## src/rtl/mp3_pkg.sv

```systemverilog
// Shared constants and types for the MP3 frame sequencer.
// Frame-length ROM holds floor(144000*kbps/fs) for MPEG-1 Layer III.
package mp3_pkg;

    typedef enum logic [2:0] {
        ST_HUNT,
        ST_SYNC2,
        ST_HDR,
        ST_CRC,
        ST_SIDE,
        ST_PRESENT,
        ST_MAIN,
        ST_NEXT
    } state_t;

    localparam logic [7:0]  SYNC_BYTE         = 8'hFF;
    localparam logic [6:0]  SYNC2_PAT         = 7'b1111101;
    localparam logic [10:0] HDR_BYTES         = 11'd4;
    localparam logic [10:0] CRC_BYTES         = 11'd2;
    localparam logic [10:0] SIDE_BYTES_MONO   = 11'd17;
    localparam logic [10:0] SIDE_BYTES_STEREO = 11'd32;

    // [bitrate_idx][fs_idx]; fs_idx 0=44.1k, 1=48k, 2=32k, 3=reserved
    localparam logic [0:15][0:3][10:0] FRAME_LEN_ROM = '{
        '{11'd0,    11'd0,   11'd0,    11'd0},
        '{11'd104,  11'd96,  11'd144,  11'd0},
        '{11'd130,  11'd120, 11'd180,  11'd0},
        '{11'd156,  11'd144, 11'd216,  11'd0},
        '{11'd182,  11'd168, 11'd252,  11'd0},
        '{11'd208,  11'd192, 11'd288,  11'd0},
        '{11'd261,  11'd240, 11'd360,  11'd0},
        '{11'd313,  11'd288, 11'd432,  11'd0},
        '{11'd365,  11'd336, 11'd504,  11'd0},
        '{11'd417,  11'd384, 11'd576,  11'd0},
        '{11'd522,  11'd480, 11'd720,  11'd0},
        '{11'd626,  11'd576, 11'd864,  11'd0},
        '{11'd731,  11'd672, 11'd1008, 11'd0},
        '{11'd835,  11'd768, 11'd1152, 11'd0},
        '{11'd1044, 11'd960, 11'd1440, 11'd0},
        '{11'd0,    11'd0,   11'd0,    11'd0}
    };

endpackage

```

## src/rtl/mp3_frame_len.sv

```systemverilog
// Frame length lookup: ROM entry plus one padding byte.
// Purely combinational; invalid indices read as 0 (+pad).
module mp3_frame_len
    import mp3_pkg::*;
(
    input  logic [3:0]  bitrate_idx_i,
    input  logic [1:0]  fs_idx_i,
    input  logic        pad_i,
    output logic [10:0] frame_len_o
);

    // ROM read and padding add
    always_comb begin
        frame_len_o = FRAME_LEN_ROM[bitrate_idx_i][fs_idx_i] + {10'd0, pad_i};
    end

endmodule

```

## src/rtl/mp3_frame_sequencer.sv

```systemverilog
// MPEG-1 Layer III frame sequencer: sync hunt, header/side-info
// capture, held info bundle, then zero-latency main-data forwarding.
module mp3_frame_sequencer
    import mp3_pkg::*;
(
    input  logic         clk_in,
    input  logic         rst_in,
    input  logic [7:0]   byte_in,
    input  logic         byte_valid_in,
    output logic         byte_ready_out,
    output logic [31:0]  header_out,
    output logic [255:0] side_info_out,
    output logic [10:0]  frame_len_out,
    output logic         info_valid_out,
    input  logic         info_ready_in,
    output logic [7:0]   main_byte_out,
    output logic         main_valid_out,
    input  logic         main_ready_in,
    output logic         sync_lost_out
);

    state_t         state_q;
    logic [10:0]    cnt_q;
    logic [31:0]    header_q;
    logic [255:0]   side_q;
    logic [10:0]    frame_len_q;
    logic           info_valid_q;
    logic           sync_lost_q;

    logic           fire;
    logic           hdr_bad;
    logic [10:0]    len_lookup;
    logic [10:0]    side_len;
    logic [10:0]    main_len;
    logic [7:0]     side_lsb;

    mp3_frame_len u_len (
        .bitrate_idx_i (header_q[15:12]),
        .fs_idx_i      (header_q[11:10]),
        .pad_i         (header_q[9]),
        .frame_len_o   (len_lookup)
    );

    assign fire     = byte_valid_in & byte_ready_out;
    assign hdr_bad  = (header_q[15:12] == 4'h0) |
                      (header_q[15:12] == 4'hF) |
                      (header_q[11:10] == 2'b11);
    assign side_len = (header_q[7:6] == 2'b11) ? SIDE_BYTES_MONO
                                               : SIDE_BYTES_STEREO;
    assign main_len = frame_len_q - HDR_BYTES
                    - (header_q[16] ? 11'd0 : CRC_BYTES) - side_len;
    // side byte k lands at bit (31-k)*8, i.e. left-justified
    assign side_lsb = {~cnt_q[4:0], 3'b000};

    assign header_out     = header_q;
    assign side_info_out  = side_q;
    assign frame_len_out  = frame_len_q;
    assign info_valid_out = info_valid_q;
    assign sync_lost_out  = sync_lost_q;
    assign main_byte_out  = (state_q == ST_MAIN) ? byte_in : 8'h00;
    assign main_valid_out = (state_q == ST_MAIN) & byte_valid_in;

    // Input ready: stall while presenting, pass through downstream in MAIN
    always_comb begin
        byte_ready_out = 1'b1;
        unique case (state_q)
            ST_PRESENT: byte_ready_out = 1'b0;
            ST_MAIN:    byte_ready_out = main_ready_in;
            default:    byte_ready_out = 1'b1;
        endcase
    end

    // Frame FSM with byte counter and capture registers
    always_ff @(posedge clk_in or posedge rst_in) begin
        if (rst_in) begin
            state_q      <= ST_HUNT;
            cnt_q        <= '0;
            header_q     <= '0;
            side_q       <= '0;
            frame_len_q  <= '0;
            info_valid_q <= 1'b0;
            sync_lost_q  <= 1'b0;
        end else begin
            sync_lost_q <= 1'b0;
            unique case (state_q)
                ST_HUNT: begin
                    if (fire && byte_in == SYNC_BYTE) begin
                        state_q <= ST_SYNC2;
                        cnt_q   <= '0;
                    end
                end
                ST_SYNC2: begin
                    if (fire) begin
                        if (byte_in[7:1] == SYNC2_PAT) begin
                            header_q <= {SYNC_BYTE, byte_in, 16'h0000};
                            state_q  <= ST_HDR;
                            cnt_q    <= '0;
                        end else if (byte_in != SYNC_BYTE) begin
                            state_q <= ST_HUNT;
                            cnt_q   <= '0;
                        end
                    end
                end
                ST_HDR: begin
                    if (fire) begin
                        if (cnt_q == 11'd0) begin
                            header_q[15:8] <= byte_in;
                            cnt_q          <= cnt_q + 11'd1;
                        end else begin
                            header_q[7:0] <= byte_in;
                            cnt_q         <= '0;
                            if (hdr_bad) begin
                                state_q     <= ST_HUNT;
                                sync_lost_q <= 1'b1;
                            end else begin
                                frame_len_q <= len_lookup;
                                side_q      <= '0;
                                state_q     <= header_q[16] ? ST_SIDE : ST_CRC;
                            end
                        end
                    end
                end
                ST_CRC: begin
                    if (fire) begin
                        if (cnt_q == CRC_BYTES - 11'd1) begin
                            state_q <= ST_SIDE;
                            cnt_q   <= '0;
                        end else begin
                            cnt_q <= cnt_q + 11'd1;
                        end
                    end
                end
                ST_SIDE: begin
                    if (fire) begin
                        side_q[side_lsb +: 8] <= byte_in;
                        if (cnt_q == side_len - 11'd1) begin
                            state_q      <= ST_PRESENT;
                            info_valid_q <= 1'b1;
                            cnt_q        <= '0;
                        end else begin
                            cnt_q <= cnt_q + 11'd1;
                        end
                    end
                end
                ST_PRESENT: begin
                    if (info_ready_in) begin
                        state_q      <= ST_MAIN;
                        info_valid_q <= 1'b0;
                        cnt_q        <= '0;
                    end
                end
                ST_MAIN: begin
                    if (fire) begin
                        if (cnt_q == main_len - 11'd1) begin
                            state_q <= ST_NEXT;
                            cnt_q   <= '0;
                        end else begin
                            cnt_q <= cnt_q + 11'd1;
                        end
                    end
                end
                ST_NEXT: begin
                    if (fire) begin
                        cnt_q <= '0;
                        if (byte_in == SYNC_BYTE) begin
                            state_q <= ST_SYNC2;
                        end else begin
                            state_q     <= ST_HUNT;
                            sync_lost_q <= 1'b1;
                        end
                    end
                end
            endcase
        end
    end

endmodule

```

## config.mk

```make
export PLATFORM = sky130hd
export DESIGN_NAME = mp3_frame_sequencer
export DESIGN_NICKNAME = d
export VERILOG_FILES = /design/src/rtl/mp3_pkg.sv /design/src/rtl/mp3_frame_len.sv /design/src/rtl/mp3_frame_sequencer.sv
export SDC_FILE = /design/constraint.sdc
export NUM_CORES = 1
export LEC_CHECK = 0
export CAP_MARGIN = 15
export CORE_MARGIN = 5
export CORE_UTILIZATION = 40
export CTS_CLUSTER_DIAMETER = 60
export CTS_CLUSTER_SIZE = 8
export DETAILED_ROUTE_END_ITERATION = 8
export PLACE_DENSITY = 0.66
export SLEW_MARGIN = 15
export SYNTH_ARGS = -nofsm -noshare
export SYNTH_HDL_FRONTEND = slang
export SYNTH_SLANG_ARGS = --single-unit
```

## constraint.sdc

```tcl
create_clock -name clk_in -period 9.9 [get_ports clk_in]
set_clock_uncertainty 0.15 [all_clocks]
set_input_delay 1.485 -clock clk_in [delete_from_list [all_inputs] [get_ports clk_in]]
set_output_delay 1.485 -clock clk_in [all_outputs]
set_load 0.03 [all_outputs]
```

[After elaboration in Yosys (flattened, before gate mapping)]
Memory sizes are Yosys's and may differ from the RTL's.
Index checks and enable logic that the tools add are counted.
Word-level totals
  flip-flop bits (word level): 308
  bits in read-only memories: 704
  input bits: 13
  output and inout port bits: 311
  word-level logic and storage cells: 142
  memories kept: 1
Cells by class
  add/subtract/negate cells: 8
  $lt $le $gt $ge: 2
  equal/unequal tests: 32
  shift operators: 2
  multiplexer cells: 64
  bitwise logic cells: 9
  reductions and logical operators: 15
Memories
  (name not given): words 16, bits a word 44, rd ports 1, clocked after Yosys merged registers in 0, wr ports 0, RTL line mp3_frame_len.sv:14  | frame_len_o = FRAME_LEN_ROM[bitrate_idx_i][fs_idx_i] + {10'd0, pad_i};
Operators with widths (count)
  $mux W256: 4
  $pmux W256 S2: 1
  $bwmux W256: 1
  $shift A8 B10 Y256 const A: 1
  $shiftx A8 B10 Y256: 1
  $mux W11: 16
  $mux W44: 2
  $pmux W11 S8: 1
  $mux W16: 3
  $mux W3: 16
  $pmux W16 S2: 1
  $ne A2 B2 Y1 const B: 14
  $mux W8: 3
  $pmux W3 S8: 1
  $bmux W11 S2: 1
  $eq A11 B11 Y1: 2
  $reduce_and A5 Y1: 3
  $reduce_and A13 Y1: 1
  $eq A3 B3 Y1 const B: 4
  $add A11 B1 Y11: 1
  $add A11 B1 Y11 const B: 1
  $eq A11 B1 Y1 const B: 1
  $logic_not A11 Y1: 1
  $sub A11 B1 Y11 const B: 1
  other kinds (33): 51

[Logic depth before layout (Yosys ltp)]
  depth after elaboration: 8
  depth in mapped cells: 13
  gate-level depth less buffers: 13

[Modules after synthesis]
From an unflattened synthesis, not the netlist that was laid out.
Second synthesis, totals
  cell total of the unflattened synthesis: 1233
  area, all modules: 13988.4 sq um
Modules (own cells, without submodules)
  mp3_frame_sequencer: times used 1, cells each 1085, area an instance 12957.4 sq um, seq. area each 7707.4 sq um
  mp3_frame_len: times used 1, cells each 148, area an instance 1031.0 sq um, seq. area each 0.0 sq um

[Worst setup path before layout]
Ideal clock, no wire load.
  kind: input port to output port
  start point: input byte_in[0]
  end point: output main_byte_out[0]
  data arrival time: 2363 ps
  required time: 8265 ps
  slack: 5902 ps
  stages on the path: 3
  buffers on the path: 2
  cells stage by stage: clkbuf_1 -> clkbuf_1 -> and2_1
Between the ends
  longest elaborated chain between the ends: 1
Ends and longest elaborated chain
  start, declared: RTL line mp3_frame_sequencer.sv:8  | input logic [7:0] byte_in,
  $mux W8: RTL line mp3_frame_sequencer.sv:60  | assign main_byte_out = (state_q == ST_MAIN) ? byte_in : 8'h00;
  end, declared: RTL line mp3_frame_sequencer.sv:16  | output logic [7:0] main_byte_out,
Every way passes these cells.

[Worst setup path in the final report]
  start point: input byte_in[3]
  end point: output main_byte_out[3]
The elaborated chain is that of the path after synthesis.

==> run_results.csv <==
group,metric,value,unit
status,outcome,"finished, final reports clean",
cells_and_area,multiInputGateArea,5730,µm²
setup_path,critPathKind,"primary input to output pin",
synth,synth_compound_area_share,22.9,%
floorplanning,dieWidth,197,µm
clocking,post_cts_resized,0,
synth,ys_async_sr_fraction,100,%
job,drv_cap,0,
sta,fin_crit_sh,49.0,%
sta,tns,0,ns
clocking,cts_root_buf,"clkbuf_16",
placement,gp_congestion,0.867,
setup_path,crit_path_frequent_cell,"clkdlybuf4s50_1",
setup_path,cp_slowest_cell,"clkdlybuf4s50_1",
synth,ys_types,71,
synth,ys.flop_type,"dfrtp_1",
synth,synth-seq-cells,308,
floorplanning,dieArea,38800,µm²
sta,worst_pin_slew,0.988,ns
route,vias_per_cell,5.70,
synth,ys_top_cells_by_area,"dfrtp_1 55%, a22o_1 15%, o21ai_0 3.2%",
cells_and_area,final_layout_size_suffix_gt1_share,8.96,%
synth,yosysTopAreaCell,"dfrtp_1",
clocking,htree_num_levels,2,
floorplanning,start_util,40.4,%
cells_and_area,syn2layout_area_growth,34.4,%
setup_path,cp_top_family,"buffers and inverters",
setup_path,slowest_delay,0.69,ns
clocking,cts_buffer_depth,3,
route,detail_route.wl_per_cell,23.6,µm
pwr,leakagePower,8.33,nW
pwr,ir_worst_vdd,117,µV
setup_path,worst-endpoint-required,8.27,ns
synth,avgSynthCellArea,11.4,µm²
placement,dp_hpwl,32.6,mm
setup_path,cp-start-kind,"primary input",
synth,synth_top_family_by_area,"compound AO/OA/AOI/OAI gates",
setup_path,cp_data_arrival_time,3.21,ns
setup_path,cp-end-kind,"output pin",
cells_and_area,fin_util,54.3,%
sta,finalHoldViolCount,0,
placement,portBuffers,323,
clocking,path_clk_slew,0.05,ns
synth,synthCells,1227,
route,routed_wl,47.0,mm
route,postRouteAntennaNets,0,
route,vias,11400,
setup_path,path_cells,"clkdlybuf4s50_1 -> buf_4 -> and2_1 -> clkdlybuf4s50_1",
synth,synth-simple-area-share,13.2,%
grt,grt-ovfl-total,0,
sta,rsz0062_at_grt,"false",
cells_and_area,final_area,18800,µm²
synth,synth_enable_flop_cells,0,
cells_and_area,antenna_cells,0,
clocking,cts_tree,"done",
sta,whs,0.322,ns
floorplanning,num_rows,68,
grt,antenna_found_initial,0,
floorplanning,die_y,197,µm
cells_and_area,n_fill_cell,3033,
grt,grt_max_degree,176,
synth,synth_top_area_share,55.2,%
clocking,clock_latency,0.55,ns
sta,slew-limit-headroom,34.1,%
synth,ys_seq_area_share,55.2,%
synth,yosysWarnings,0,
sta,period_minus_slack,4.85,ns
cells_and_area,seqCellArea,7710,µm²
setup_path,r2r_slack,5.80,ns
setup_path,critical_path_buf_inv_count,3,
clocking,cts_hold_buffers,0,
min_path,min_path_type,"flip-flop to flip-flop",
setup_path,worst-path-max-fanout,29,
pwr,powerDensity,194,nW/µm²
synth,syn-num-nets,1260,
grt,grt_pass1_wl,72.4,mm
synth,synthXorXnorAreaFrac,1.88,%
floorplanning,io_pins,324,
sta,drv_slew,0,
sta,setup_viol,0,
placement,placed_cell_area,17500,µm²
grt,first_global_vias,11600,
clocking,postCtsSetupBuffers,0,
clocking,cts_sinks,308,
cells_and_area,final_cells,1995,
synth,synth_mux_area_share,1.20,%
placement,dp_cells,1938,
floorplanning,fp.coreArea,34500,µm²
grt,track_usage,23.6,%
synth,synth_area,14000,µm²
cells_and_area,nets,1564,
synth,synth-adder-area-share,1.85,%
route,dr.pass1.iters,5,
clocking,cts_buffers,46,
sta,max_freq,0.206,GHz
route,drt_iter0_markers,1052,
route,drc,0,
==> final cells by class <==
cell class	count	share of cell area (%)
clock buffers	52	6.47
clock inverters	5	0.393
inverters	31	0.640
multi-input cells	806	30.6
flip-flops and latches	308	41.1
well taps	455	3.03
repair buffers	338	17.9
==> cell families after synthesis <==
family | count (synthesis)
simple gates | 327
mux | 16
flops | 308
fa+ha+maj | 20
compound gates | 413
xor+xnor | 30
buf+inv | 113
==> per-layer routing <==
| metal | routed length (µm) | vias to the layer above | track usage [%] |
|---|---|---|---|
| li1 | - | 5126 | - |
| met3 | 4660 | 82 | 7.62 |
| met2 | 21000 | 537 | 36.2 |
| met4 | 1110 | 0 | 6.19 |
| met5 | 0 | - | 0 |
| met1 | 20300 | 5635 | 32.7 |
==> metrics by stage <==
step / total power [mW] / worst slack, ns
after detailed placement: 2.23 / 5.05
after global routing: 3.81 / 5.00
final: 3.64 / 5.05
after floorplan: 2.01 / 4.17
after CTS: 3.66 / 5.04
after global placement: 2.22 / 5.07
==> cells in the mapped netlist (all sizes together), types with 5 or more instances <==
| master | n |
|---|---|
| a211oi | 6 |
| a21o | 5 |
| or3 | 6 |
| nor2b | 14 |
| o31ai | 5 |
| nor2 | 59 |
| mux2 | 6 |
| nand3 | 38 |
| dfrtp | 308 |
| inv | 31 |
| a31oi | 6 |
| a21oi | 18 |
| ha | 19 |
| nor3 | 24 |
| clkbuf | 38 |
| mux2i | 10 |
| xor2 | 11 |
| buf | 44 |
| nand2b | 13 |
| and3 | 10 |
| and2 | 22 |
| o21ai | 96 |
| a22o | 244 |
| xnor2 | 19 |
| nor4 | 8 |
| nand2 | 108 |
| nor3b | 5 |
| or2 | 10 |
==> layout by cell type, fill, tap and decap left out, types with 6 or more instances in the layout <==
cell type	netlist	routed
mux2_2	6	6
inv_1	30	29
o21ai_0	89	89
nand3_1	36	36
or3_1	6	6
a22o_1	244	244
and2_1	22	22
nor2_2	10	10
nor3_1	15	14
clkdlybuf4s50_1	0	319
and3_1	10	10
nor2_1	42	42
xor2_1	11	11
or2_2	9	9
a21oi_1	16	16
xnor2_1	19	19
dfrtp_1	308	308
buf_4	11	13
ha_1	19	19
nor3_4	9	9
nor2b_1	14	14
nand2_1	108	108
nand2b_1	13	13
mux2i_1	10	10
clkbuf_16	0	46
==> power breakdown <==
part	internal (mW)	switching (mW)
Sequential	1.29	0.0662
Clock	0.859	0.560
Combinational	0.279	0.583
==> flip-flops by register name, summed over array words and instances, names as in the netlist <==
register / cells
cnt_q: 11
frame_len_out: 11
header_out: 25
info_valid_out: 1
side_info_out: 256
state_q: 3
sync_lost_out: 1
==> worst paths after layout <==
check | start | end | cells after the start
worst max-delay path | byte_in[3] | main_byte_out[3] | 4
worst min-delay path | header_out[17]$_DFFE_PP0P_ | header_out[17]$_DFFE_PP0P_ | 1
worst max register to register | state_q[0]$_DFFE_PP0P_ | side_info_out[161]$_DFFE_PP0P_ | 7
worst min register to register | header_out[17]$_DFFE_PP0P_ | header_out[17]$_DFFE_PP0P_ | 1
max in group asynchronous | rst_in | side_info_out[113]$_DFFE_PP0P_ | 4
min in group asynchronous | rst_in | header_out[0]$_DFFE_PP0P_ | 3
(Power assumes the default switching activity.)
